--- config.mk ---
export PLATFORM = sky130hd
export DESIGN_NAME = fetch_stage_flat
export DESIGN_NICKNAME = d
export VERILOG_FILES = /design/src/rtl/fetch_stage_if.sv /design/src/rtl/fetch_stage.sv /design/src/flat_wrapper.sv
export SDC_FILE = /design/constraint.sdc
export NUM_CORES = 1
export LEC_CHECK = 0
export ABC_CLOCK_PERIOD_IN_PS = 1760
export CORE_MARGIN = 5
export CORE_UTILIZATION = 41
export DETAILED_ROUTE_END_ITERATION = 6
export PLACE_DENSITY_LB_ADDON = 0.25
export SLEW_MARGIN = 20
export SYNTH_ARGS = -nofsm -noshare
export SYNTH_HDL_FRONTEND = slang
export SYNTH_SLANG_ARGS = --single-unit
--- constraint.sdc ---
create_clock -name clk -period 1.76 [get_ports clk]
set_input_delay 0.176 -clock clk [delete_from_list [all_inputs] [get_ports clk]]
set_output_delay 0.176 -clock clk [all_outputs]
set_load 0.01 [all_outputs]
--- src/rtl/fetch_stage_if.sv ---
// Fetch-stage bus: hazard-unit stall/redirect controls, decode targets,
// instruction-memory port and the IF/ID register outputs.
interface fetch_stage_if #(
  parameter int unsigned CNT_W = 16
);
  logic             pc_enable;
  logic             instr_enable;
  logic             pc_src;
  logic             jumpD;
  logic [31:0]      branch_target;
  logic [31:0]      jump_target;
  logic [31:0]      instr_in;
  logic [31:0]      pc;
  logic [31:0]      instrD;
  logic [31:0]      pc_plus4D;
  logic             validD;
  logic [1:0]       fetch_state;
  logic [CNT_W-1:0] stall_cycles;
  logic [CNT_W-1:0] flush_count;

  modport master (
    output pc_enable, instr_enable, pc_src, jumpD,
    output branch_target, jump_target, instr_in,
    input  pc, instrD, pc_plus4D, validD, fetch_state,
    input  stall_cycles, flush_count
  );

  modport slave (
    input  pc_enable, instr_enable, pc_src, jumpD,
    input  branch_target, jump_target, instr_in,
    output pc, instrD, pc_plus4D, validD, fetch_state,
    output stall_cycles, flush_count
  );
endinterface

--- src/rtl/fetch_stage.sv ---
// Fetch stage with IF/ID register: next-PC selection, stall/flush handling
// and saturating stall/redirect counters.
module fetch_stage #(
  parameter logic [31:0] RESET_PC = 32'h0000_0000,
  parameter int unsigned CNT_W    = 16
) (
  input  logic          clk,
  input  logic          rst_n,
  fetch_stage_if.slave  bus
);

  localparam logic [1:0] BOOT  = 2'd0;
  localparam logic [1:0] RUN   = 2'd1;
  localparam logic [1:0] STALL = 2'd2;
  localparam logic [1:0] FLUSH = 2'd3;

  localparam logic [31:0] TGT_MASK = 32'hFFFF_FFFC;

  logic [1:0]       state, stateNext;
  logic [31:0]      pcQ, pcNext;
  logic [31:0]      instrQ, instrNext;
  logic [31:0]      pcPlus4Q, pcPlus4Next;
  logic             validQ, validNext;
  logic [CNT_W-1:0] stallQ, stallNext;
  logic [CNT_W-1:0] flushQ, flushNext;

  logic        redirect;
  logic [31:0] pcPlus4;

  assign redirect = bus.pc_src | bus.jumpD;
  assign pcPlus4  = pcQ + 32'd4;

  // Next-state and next-register computation; BOOT ignores all controls.
  always_comb begin
    stateNext   = state;
    pcNext      = pcQ;
    instrNext   = instrQ;
    pcPlus4Next = pcPlus4Q;
    validNext   = validQ;
    stallNext   = stallQ;
    flushNext   = flushQ;

    if (state == BOOT) begin
      pcNext      = pcPlus4;
      instrNext   = bus.instr_in;
      pcPlus4Next = pcPlus4;
      validNext   = 1'b1;
      stateNext   = RUN;
    end else begin
      if (bus.pc_enable) begin
        if (bus.jumpD)       pcNext = bus.jump_target & TGT_MASK;
        else if (bus.pc_src) pcNext = bus.branch_target & TGT_MASK;
        else                 pcNext = pcPlus4;
      end

      if (bus.instr_enable) begin
        if (redirect) begin
          instrNext   = 32'h0;
          pcPlus4Next = 32'h0;
          validNext   = 1'b0;
        end else begin
          instrNext   = bus.instr_in;
          pcPlus4Next = pcPlus4;
          validNext   = 1'b1;
        end
      end

      // Counters saturate at all-ones.
      if (!bus.pc_enable) begin
        if (stallQ != {CNT_W{1'b1}}) stallNext = stallQ + CNT_W'(1);
      end else if (redirect) begin
        if (flushQ != {CNT_W{1'b1}}) flushNext = flushQ + CNT_W'(1);
      end

      if (!bus.pc_enable) stateNext = STALL;
      else if (redirect)  stateNext = FLUSH;
      else                stateNext = RUN;
    end
  end

  always_ff @(posedge clk or negedge rst_n) begin
    if (!rst_n) begin
      state    <= BOOT;
      pcQ      <= RESET_PC;
      instrQ   <= 32'h0;
      pcPlus4Q <= 32'h0;
      validQ   <= 1'b0;
      stallQ   <= '0;
      flushQ   <= '0;
    end else begin
      state    <= stateNext;
      pcQ      <= pcNext;
      instrQ   <= instrNext;
      pcPlus4Q <= pcPlus4Next;
      validQ   <= validNext;
      stallQ   <= stallNext;
      flushQ   <= flushNext;
    end
  end

  assign bus.pc           = pcQ;
  assign bus.instrD       = instrQ;
  assign bus.pc_plus4D    = pcPlus4Q;
  assign bus.validD       = validQ;
  assign bus.fetch_state  = state;
  assign bus.stall_cycles = stallQ;
  assign bus.flush_count  = flushQ;

endmodule

--- src/flat_wrapper.sv ---
// flat-port wrapper written by rule: the top's interface ports become plain ports
module fetch_stage_flat 
#(
  parameter logic [31:0] RESET_PC = 32'h0000_0000,
  parameter int unsigned CNT_W    = 16
)
  (clk, rst_n, bus_pc_enable, bus_instr_enable, bus_pc_src, bus_jumpD, bus_branch_target, bus_jump_target, bus_instr_in, bus_pc, bus_instrD, bus_pc_plus4D, bus_validD, bus_fetch_state, bus_stall_cycles, bus_flush_count);
  fetch_stage_if #(.CNT_W(CNT_W)) bus_i ();
  input  logic clk;
  input  logic rst_n;
  input wire logic [$bits(bus_i.pc_enable)-1:0] bus_pc_enable;
  input wire logic [$bits(bus_i.instr_enable)-1:0] bus_instr_enable;
  input wire logic [$bits(bus_i.pc_src)-1:0] bus_pc_src;
  input wire logic [$bits(bus_i.jumpD)-1:0] bus_jumpD;
  input wire logic [$bits(bus_i.branch_target)-1:0] bus_branch_target;
  input wire logic [$bits(bus_i.jump_target)-1:0] bus_jump_target;
  input wire logic [$bits(bus_i.instr_in)-1:0] bus_instr_in;
  output wire logic [$bits(bus_i.pc)-1:0] bus_pc;
  output wire logic [$bits(bus_i.instrD)-1:0] bus_instrD;
  output wire logic [$bits(bus_i.pc_plus4D)-1:0] bus_pc_plus4D;
  output wire logic [$bits(bus_i.validD)-1:0] bus_validD;
  output wire logic [$bits(bus_i.fetch_state)-1:0] bus_fetch_state;
  output wire logic [$bits(bus_i.stall_cycles)-1:0] bus_stall_cycles;
  output wire logic [$bits(bus_i.flush_count)-1:0] bus_flush_count;
  assign bus_i.pc_enable = bus_pc_enable;
  assign bus_i.instr_enable = bus_instr_enable;
  assign bus_i.pc_src = bus_pc_src;
  assign bus_i.jumpD = bus_jumpD;
  assign bus_i.branch_target = bus_branch_target;
  assign bus_i.jump_target = bus_jump_target;
  assign bus_i.instr_in = bus_instr_in;
  assign bus_pc = bus_i.pc;
  assign bus_instrD = bus_i.instrD;
  assign bus_pc_plus4D = bus_i.pc_plus4D;
  assign bus_validD = bus_i.validD;
  assign bus_fetch_state = bus_i.fetch_state;
  assign bus_stall_cycles = bus_i.stall_cycles;
  assign bus_flush_count = bus_i.flush_count;
  fetch_stage #(.RESET_PC(RESET_PC), .CNT_W(CNT_W)) u_core (.clk(clk), .rst_n(rst_n), .bus(bus_i));
endmodule
# --- Word-level counts from Yosys, hierarchy flattened ---
# Cells that the tools add are included.
totals:
  elab_cells: 36
  reg_bits: 131
  inputBits: 102
op_classes:
  eq_ne: 2
  addsub: 3
  n_reduce_logical: 5
  bitwise: 3
  n_mux: 16
ops:
  columns: ["op", "n"]
  rows:
  - ["two-way mux 32 bit", 10]
  - ["adder 16 x 1 -> 16 bit, second input constant", 2]
  - ["adder 32 x 3 -> 32 bit, second input constant", 1]
  - ["inequality test 16 bit, second input constant", 2]
  - ["two-way mux 2 bit", 3]
  - ["AND reduction 4 bit", 1]
  - ["nonzero test 2 bit", 2]
  - ["two-way mux 1 bit", 3]
  - ["AND reduction 3 bit", 1]
  - ["logical NOT 2 bit", 1]
  - ["NOT 1 bit", 2]
  - ["bitwise OR 1 bit", 1]

# --- Logic depth before layout (Yosys ltp) ---
# Gate-level depths: netlist (run 1).
logic_depth:
  ltp_word: 5
  mapped_depth: 8

# --- Worst setup path before layout (run 1) ---
# No wires, ideal clock.
synth_timing:
  kind: "reg-to-reg"
  startpoint: "register u_core.pcQ[2], in the netlist u_core.bus.pc[2]"
  endpoint: "register u_core.pcPlus4Q[24], in the netlist u_core.bus.pc_plus4D[24]"
  slack_ps: -195
  required_ps: 1691
  stages_incl_launch_ff: 7
  setup_ps: 69
  synth_period_minus_slack_ps: 1955
  arrival_time_ps: 1886
  cell_sequence: "dfrtp_1 ha_1 clkbuf_1 nand4_4 or3_4 or3_1 nand3_1"
synth_between:
  elab_chain_len: 4
synth_lines:
  columns: ["element", "line_no", "source"]
  rows:
  - ["start, declared", "fetch_stage.sv:20", "logic [31:0] pcQ, pcNext;"]
  - ["start signal, assigned", "fetch_stage.sv:92", "pcQ <= pcNext;"]
  - ["adder 32 x 3 -> 32 bit (*)", "fetch_stage.sv:31", "assign pcPlus4 = pcQ + 32'd4;"]
  - ["two-way mux 32 bit", "fetch_stage.sv:57", "if (redirect) begin"]
  - ["two-way mux 32 bit", "fetch_stage.sv:56", "if (bus.instr_enable) begin"]
  - ["two-way mux 32 bit (*)", "fetch_stage.sv:43", "if (state == BOOT) begin"]
  - ["end signal, assigned", "fetch_stage.sv:94", "pcPlus4Q <= pcPlus4Next;"]
  - ["end, declared", "fetch_stage.sv:22", "logic [31:0] pcPlus4Q, pcPlus4Next;"]
# Every way passes the cells marked *; elsewhere a longest branch is shown, timed or not. The select of a mux whose other input is x is not followed.
# A chain may end at the register's enable or synchronous reset.

# --- Worst setup path after layout (run 1) ---
layout_timing:
  startpoint: "register u_core.pcQ[9], in the netlist u_core.bus.pc[9]"
  endpoint: "register u_core.pcPlus4Q[17], in the netlist u_core.bus.pc_plus4D[17]"
# The elaborated chain is that of the path after synthesis.

==> reports/metrics.yaml, run 1 <==
clocking:
  ctsRootBufferMaster: "clkbuf_16"
  h-tree-depth: 4
  clk_pin_slew_ps: 60
  cts_tree: "built"
  numCtsBuffers: 17
  cts_sinks: 127
  clk_latency_ps: 420
  clk_path_buf_depth: 2
timing:
  relSlewSlack: 0.6215
  final.setup_skew_ps: 7.212
  maxSlewViolCount: 0
  setup_slack_ps: 16.21
  fmax_mhz: 573.5
  min_period_ps: 1744
  tns_ps: 0
  fin_crit_sh: 0.9908
  grt_setup_unrepaired: "true"
  hold_viol: 0
  setup_violations: 0
  worst_pin_slew_ps: 566.3
global_route:
  grt_pass1_vias: 6444
  grt_overflow: 0
  antenna_found_initial: 2
  grt_pass1_wl_mm: 35.41
  grtUsageTotal: 0.2497
  grt_max_degree: 52
logic_synthesis:
  async_flop_share: 1.000
  synth_top_area_frac: 0.5020
  synth_cell_types: 58
  synthCells: 611
  synth_top_area_cell: "dfrtp_1"
  syn_avg_cell_area_um2: 10.36
  synth.area.top_cells: "dfrtp_1, xnor2_1, a22o_1"
  yosysSeqAreaShare: 0.5020
  synth-seq-cells: 127
  synth_edf_count: 0
  synthFlopType: "dfrtp_1"
  netlist_area_um2: 6331
  ys_warn_count: 0
finish:
  post_route_cells_drive_above_1_share: 0.2184
  antenna_cells: 0
  layout.cells.most_common_list: "clkdlybuf4s50_1, dfrtp_1, buf_4"
  num-fill-cells: 1165
  regArea_um2: 3181
  final_common_cell: "clkdlybuf4s50_1"
  utilization: 0.6900
  synthToLayoutAreaGrowth_pct: 65.69
  layout.nets: 1040
  multi_input_area_um2: 3191
run_status:
  status: "completed"
worst_setup_path:
  cp-start-kind: "register"
  r2r_slack_ps: 20
  worstPathRequired_ps: 2070
  crit_type: "reg2reg"
  worstSetupEndpointType: "register"
  crit_fanout: 5
  critPathCapture: "u_core.bus.pc_plus4D[17]"
  r2r_end: "u_core.bus.pc_plus4D[17]"
  reg2reg_depth: 5
  r2r_start: "u_core.bus.pc[9]"
  cp-startpoint: "u_core.bus.pc[9]"
  arrival_ps: 2050
floorplanning:
  die_area_um2: 18030
  die_y_um: 134.3
  fp-row-count: 45
  start_util: 0.4165
  die_w_um: 134.3
  io_pins: 233
  design.core.area_um2: 15200
routing:
  routed.top_layer: "met5"
  wl_met3_mm: 1.943
  drt-total-wl_mm: 22.97
  drt_iter0_drc: 511
  drt_first_pass_iters: 5
  wl_met1_mm: 9.497
  drtAntennaViolNets: 0
  vias: 6390
  route.met2.wl_mm: 11.08
  avgRoutedWirePerCell_um: 20.22
  viasPerCell: 5.625
  route.detailed.drc: 0
placed_design:
  dp_slack_ps: -328.5
  io_buffers: 224
  gp_congestion: 0.9225
  dp_hpwl_mm: 16.45
flow_run:
  maxCapViolCount: 0
hold_path:
  hold_path_class: "in2async"
pwr:
  p_leak_nw: 4.554
  power_density_nw_per_um2: 1020
  irDropWorstVdd_v: 0.0007998
kinds of logic after synthesis:
kind of cell,count (synthesis),synth area share
XOR/XNOR,57,0.07885
adder cells (fa/ha/maj),3,0.005929
buffers and inverters,51,0.03498
other,1,0.0005923
multiplexers,5,0.008498
AO/OA/AOI/OAI,168,0.1978
AND/OR/NAND/NOR,199,0.1713
flip-flops,127,0.5020
Yosys cell counts (3+ instances only):
master / instances
nand3_1: 22
xnor2_1: 45
o211ai_1: 3
inv_1: 8
a31oi_1: 3
a22o_1: 44
xor2_1: 12
a221oi_1: 8
nor4_4: 3
o22ai_1: 13
clkbuf_1: 29
a22oi_1: 14
o311ai_0: 3
dfrtp_1: 127
and4_1: 5
or2_2: 4
nand4_1: 16
nor3b_1: 3
mux2_2: 3
nand2_1: 57
a221o_1: 11
o22a_1: 4
buf_1: 4
buf_2: 3
o31ai_1: 15
nor3_1: 10
and2_1: 3
o21ai_0: 17
and3_1: 13
ha_1: 3
a211o_1: 3
nor4_1: 3
nor2_1: 43
or3_1: 3
a21oi_1: 23
buf_4: 5
layout make-up:
type,count,area share
Clock buffer,17,0.04055
Clock inverter,15,0.01658
Inverter,9,0.003220
Multi-Input combinational cell,438,0.3041
Sequential cell,127,0.3032
Tap cell,188,0.02242
Timing Repair Buffer,342,0.3099
state kept, by name (all words and copies together), names as in the netlist:
| register | flops |
|---|---|
| u_core.bus.instrD | 32 |
| u_core.bus.pc | 30 |
| u_core.bus.pc_plus4D | 30 |
| u_core.bus.flush_count | 16 |
| u_core.bus.stall_cycles | 16 |
| u_core.bus.fetch_state | 2 |
| u_core.bus.validD | 1 |
power by group:
group / internal (mW) / switching [mW]
Combinational: 1.86 / 1.53
Clock: 2.13 / 1.47
Sequential: 3.35 / 0.353
Total: 7.35 / 3.35
how the worst min path moves through the flow:
stage	start	to	slack, ps	cells past startpoint
after floorplan	rst_n	u_core.bus.fetch_state[0]	-120	0
after global placement	rst_n	u_core.bus.pc_plus4D[21]	130	1
after detailed placement	rst_n	u_core.bus.pc_plus4D[21]	140	1
after CTS	rst_n	u_core.bus.pc_plus4D[21]	230	2
after global routing	rst_n	u_core.bus.pc_plus4D[21]	250	2
final	rst_n	u_core.bus.pc_plus4D[20]	230	2
worst max-delay path, cell delays in order, from the launching register on:
cell	delay, ps
dfrtp_1	350
and4_4	290
nand4_4	170
or3_4	420
xor2_1	150
o31ai_1	250
per-stage QoR:
step | hold slack (ps) | instances | instance area [µm²] | total power [mW]
final | 225.5 | 1136 | 10490 | 10.70
after global routing | 251.3 | 1136 | 10490 | 11.20
after global placement | 128.9 | 1091 | 9567 | 6.948
after detailed placement | 137.0 | 1091 | 9567 | 7.048
after floorplan | -119.6 | 614 | 6396 | 5.057
after CTS | 227.0 | 1126 | 10230 | 10.71
layer usage:
layer	global-route usage	vias up
li1	-	2916
met1	0.3188	3143
met2	0.4092	289
met3	0.07877	38
met4	0.07183	4
met5	0	-
timing repair:
item | 4_1_cts | 5_1_grt
setup endpoints to repair | 70 | 72
hold buffers | 1 | 0
buffers inserted | 1 | 9
hold endpoints to repair | 24 | 0
pin swaps | 6 | 16
gates cloned | 1 | 1
gates resized for setup | 14 | 37
No activity file was read; power rests on OpenSTA's default activity.
==> run 2, diff against run 1 <==
--- a/config.mk
+++ b/config.mk
@@ -6,8 +6,9 @@
 export NUM_CORES = 1
 export LEC_CHECK = 0
 export ABC_CLOCK_PERIOD_IN_PS = 1760
-export CORE_MARGIN = 5
+export CORE_MARGIN = 8
 export CORE_UTILIZATION = 41
+export CTS_CLUSTER_DIAMETER = 100
 export DETAILED_ROUTE_END_ITERATION = 6
 export PLACE_DENSITY_LB_ADDON = 0.25
 export SLEW_MARGIN = 20
==> reports/metrics.yaml, run 2 (synthesis results as in run 1) <==
global_route:
  antenna_found_initial: 0  # was 2
  grt_pass1_vias: 6595  # was 6444
  grt_overflow: 0  # unchanged
  grtUsageTotal: 0.2366  # was 0.2497
  grt_pass1_wl_mm: 36.74  # was 35.41 mm
  grt_max_degree: 40  # was 52
worst_setup_path:
  crit_fanout: 6  # was 5
  crit_slowest_cell: "dfrtp_1"  # was or3_4
  crit_chain: "and4_4 -> nand4_4 -> buf_4 -> nor3_2 -> buf_4 -> mux2i_1 -> o22ai_1"  # was and4_4 -> nand4_4 -> or3_4 -> xor2_1 -> o31ai_1
  max_stage_delay_ps: 370  # was 420 ps
  arrival_ps: 2080  # was 2050 ps
  cp_top_family: "simple AND/OR/NAND/NOR gates"  # unchanged
  worstPathRequired_ps: 2060  # was 2070 ps
  worstSetupEndpointType: "register"  # unchanged
  crit_top_cell: "buf_4"
  cp_num_buf_inv: 2  # was 0
  crit_type: "reg2reg"  # unchanged
  cp-start-kind: "register"  # unchanged
clocking:
  clk_pin_slew_ps: 60  # about the same
  h-tree-depth: 4  # unchanged
  cts_tree: "built"  # unchanged
  clk_path_buf_depth: 2  # unchanged
  ctsRootBufferMaster: "clkbuf_16"  # unchanged
  numCtsBuffers: 17  # unchanged
  cts_sinks: 127  # unchanged
  clk_latency_ps: 420  # about the same
timing:
  final.setup_skew_ps: 8.858  # was 7.212 ps
  setup_slack_ps: -18.47  # was 16.21 ps
  relSlewSlack: 0.5969  # was 0.6215
  hold_viol: 0  # unchanged
  min_period_ps: 1778  # was 1744 ps
  tns_ps: -19.50  # was 0 ps
  maxSlewViolCount: 0  # unchanged
  fmax_mhz: 562.3  # was 573.5 MHz
  worst_pin_slew_ps: 603.2  # was 566.3 ps
  grt_setup_unrepaired: "true"  # unchanged
  setup_violations: 2  # was 0
  fin_crit_sh: 1.010  # was 0.9908
finish:
  antenna_cells: 0  # unchanged
  post_route_cells_drive_above_1_share: 0.2191  # was 0.2184
  layout.cells.non_filler: 1128  # was 1136
  layout.cells.most_common_list: "clkdlybuf4s50_1, dfrtp_1, buf_4"  # unchanged
  synthToLayoutAreaGrowth_pct: 64.41  # was 65.69%
  layout.nets: 1032  # was 1040
  utilization: 0.6872  # was 0.6900
  largest_reg_flops: 32  # unchanged
  final_common_cell: "clkdlybuf4s50_1"  # unchanged
floorplanning:
  design.core.area_um2: 15150  # was 15200 µm²
  start_util: 0.4180  # was 0.4165
  io_pins: 233  # unchanged
  die_area_um2: 19670  # was 18030 µm²
  die_w_um: 140.3  # was 134.3 µm
  die_y_um: 140.3  # was 134.3 µm
  fp-row-count: 45  # unchanged
placed_design:
  dp_hpwl_mm: 17.26  # was 16.45 mm
  dp_cells: 1083  # was 1091
  dp_slack_ps: -317.5  # was -328.5 ps
  io_buffers: 224  # unchanged
  gp_congestion: 0.8823  # was 0.9225
routing:
  drtAntennaViolNets: 0  # unchanged
  drt_iter0_drc: 519  # was 511
  avgRoutedWirePerCell_um: 21.23  # was 20.22 µm
  route.detailed.drc: 0  # unchanged
  drt-total-wl_mm: 23.95  # was 22.97 mm
  vias: 6414  # was 6390
  drt_first_pass_iters: 6  # was 5
  viasPerCell: 5.686  # was 5.625
pwr:
  p_total_mw: 10.58  # was 10.70 mW
  power_density_nw_per_um2: 1017  # was 1020 nW/µm²
  irDropWorstVdd_v: 0.0006835  # was 0.0007998 V
  p_leak_nw: 4.466  # was 4.554 nW
run_status:
  status: "finished with violations"  # was completed
  violations: "negative setup slack"
hold_path:
  hold_path_class: "in2async"  # unchanged
flow_run:
  maxCapViolCount: 0  # unchanged
-- run 2: cell count changes in the layout (fill, tap and decap cells not counted), sizes merged --
cell           delta
bufinv            -1
clkdlybuf4s50     -1
buf               -7
dlymetal6s2s      +1
nor2              -1
clkinvlp          -1
clkinv            +2
-- run 2: cell type report --
type	count	area, µm²
Clock buffer	17	425.4
Fill cell	1087	4737
Clock inverter	15	150.1
Multi-Input combinational cell	437	3181
Timing Repair Buffer	335	3202
Sequential cell	127	3182
Tap cell	188	235.2
Inverter	9	33.78
-- run 2: layer usage --
metal  GRT usage  wire [µm]
met1      0.2910       9460
met2      0.3754      11400
met5           0          0
met4     0.08457        619
met3     0.08563       2462
-- run 2: final timing paths --
path                       cells past startpoint                startpoint                        end  slack (ps)
max                                            7          u_core.bus.pc[7]          u_core.bus.pc[19]         -20
min reg2reg                                    2  u_core.bus.pc_plus4D[23]   u_core.bus.pc_plus4D[23]         480
max in group asynchronous                      3                     rst_n  u_core.bus.flush_count[5]         890
min                                            2                     rst_n   u_core.bus.pc_plus4D[18]         240
max reg2reg                                    7          u_core.bus.pc[7]          u_core.bus.pc[19]         -20
min in group clk                               2          bus_instr_in[29]      u_core.bus.instrD[29]         350
-- run 2: power by group --
part           switching, mW  leakage (nW)  total (mW)  internal, mW
logic                   1.55          2.56        3.42          1.86
registers              0.363          1.63        3.72          3.35
clock network           1.47         0.282        3.45          1.98
-- run 2: worst register-to-register path, stage by stage (launching register included) --
cell,delay [ps]
dfrtp_1,370
and4_4,270
nand4_4,190
buf_4,200
nor3_2,190
buf_4,150
mux2i_1,180
o22ai_1,100
-- run 2: metrics by stage --
| stage | hold WS (ps) | cell area (µm²) |
|---|---|---|
| global route | 284.2 | 10410 |
| CTS | 239.5 | 10170 |
| finish | 241.8 | 10410 |
| detailed placement | 146.0 | 9519 |
| floorplan | -119.6 | 6396 |
| global placement | 144.5 | 9519 |
-- run 2: what timing repair did --
item / CTS / global route
gates resized for setup: 10 / 42
buffers inserted: 3 / 9
pin swaps: 7 / 13
hold buffers: 1 / 0
cloned: 1 / 0
endpoints found under the hold margin: 24 / 0
endpoints found under the setup margin: 71 / 83
==> run 3, diff against run 2 <==
--- a/config.mk
+++ b/config.mk
@@ -5,9 +5,9 @@
 export SDC_FILE = /design/constraint.sdc
 export NUM_CORES = 1
 export LEC_CHECK = 0
-export ABC_CLOCK_PERIOD_IN_PS = 1760
 export CORE_MARGIN = 8
 export CORE_UTILIZATION = 41
+export CTS_BUF_LIST = sky130_fd_sc_hd__clkbuf_16
 export CTS_CLUSTER_DIAMETER = 100
 export DETAILED_ROUTE_END_ITERATION = 6
 export PLACE_DENSITY_LB_ADDON = 0.25
==> results of run 3 <==
Final layout, timing and power as in run 2 (identical DEF).
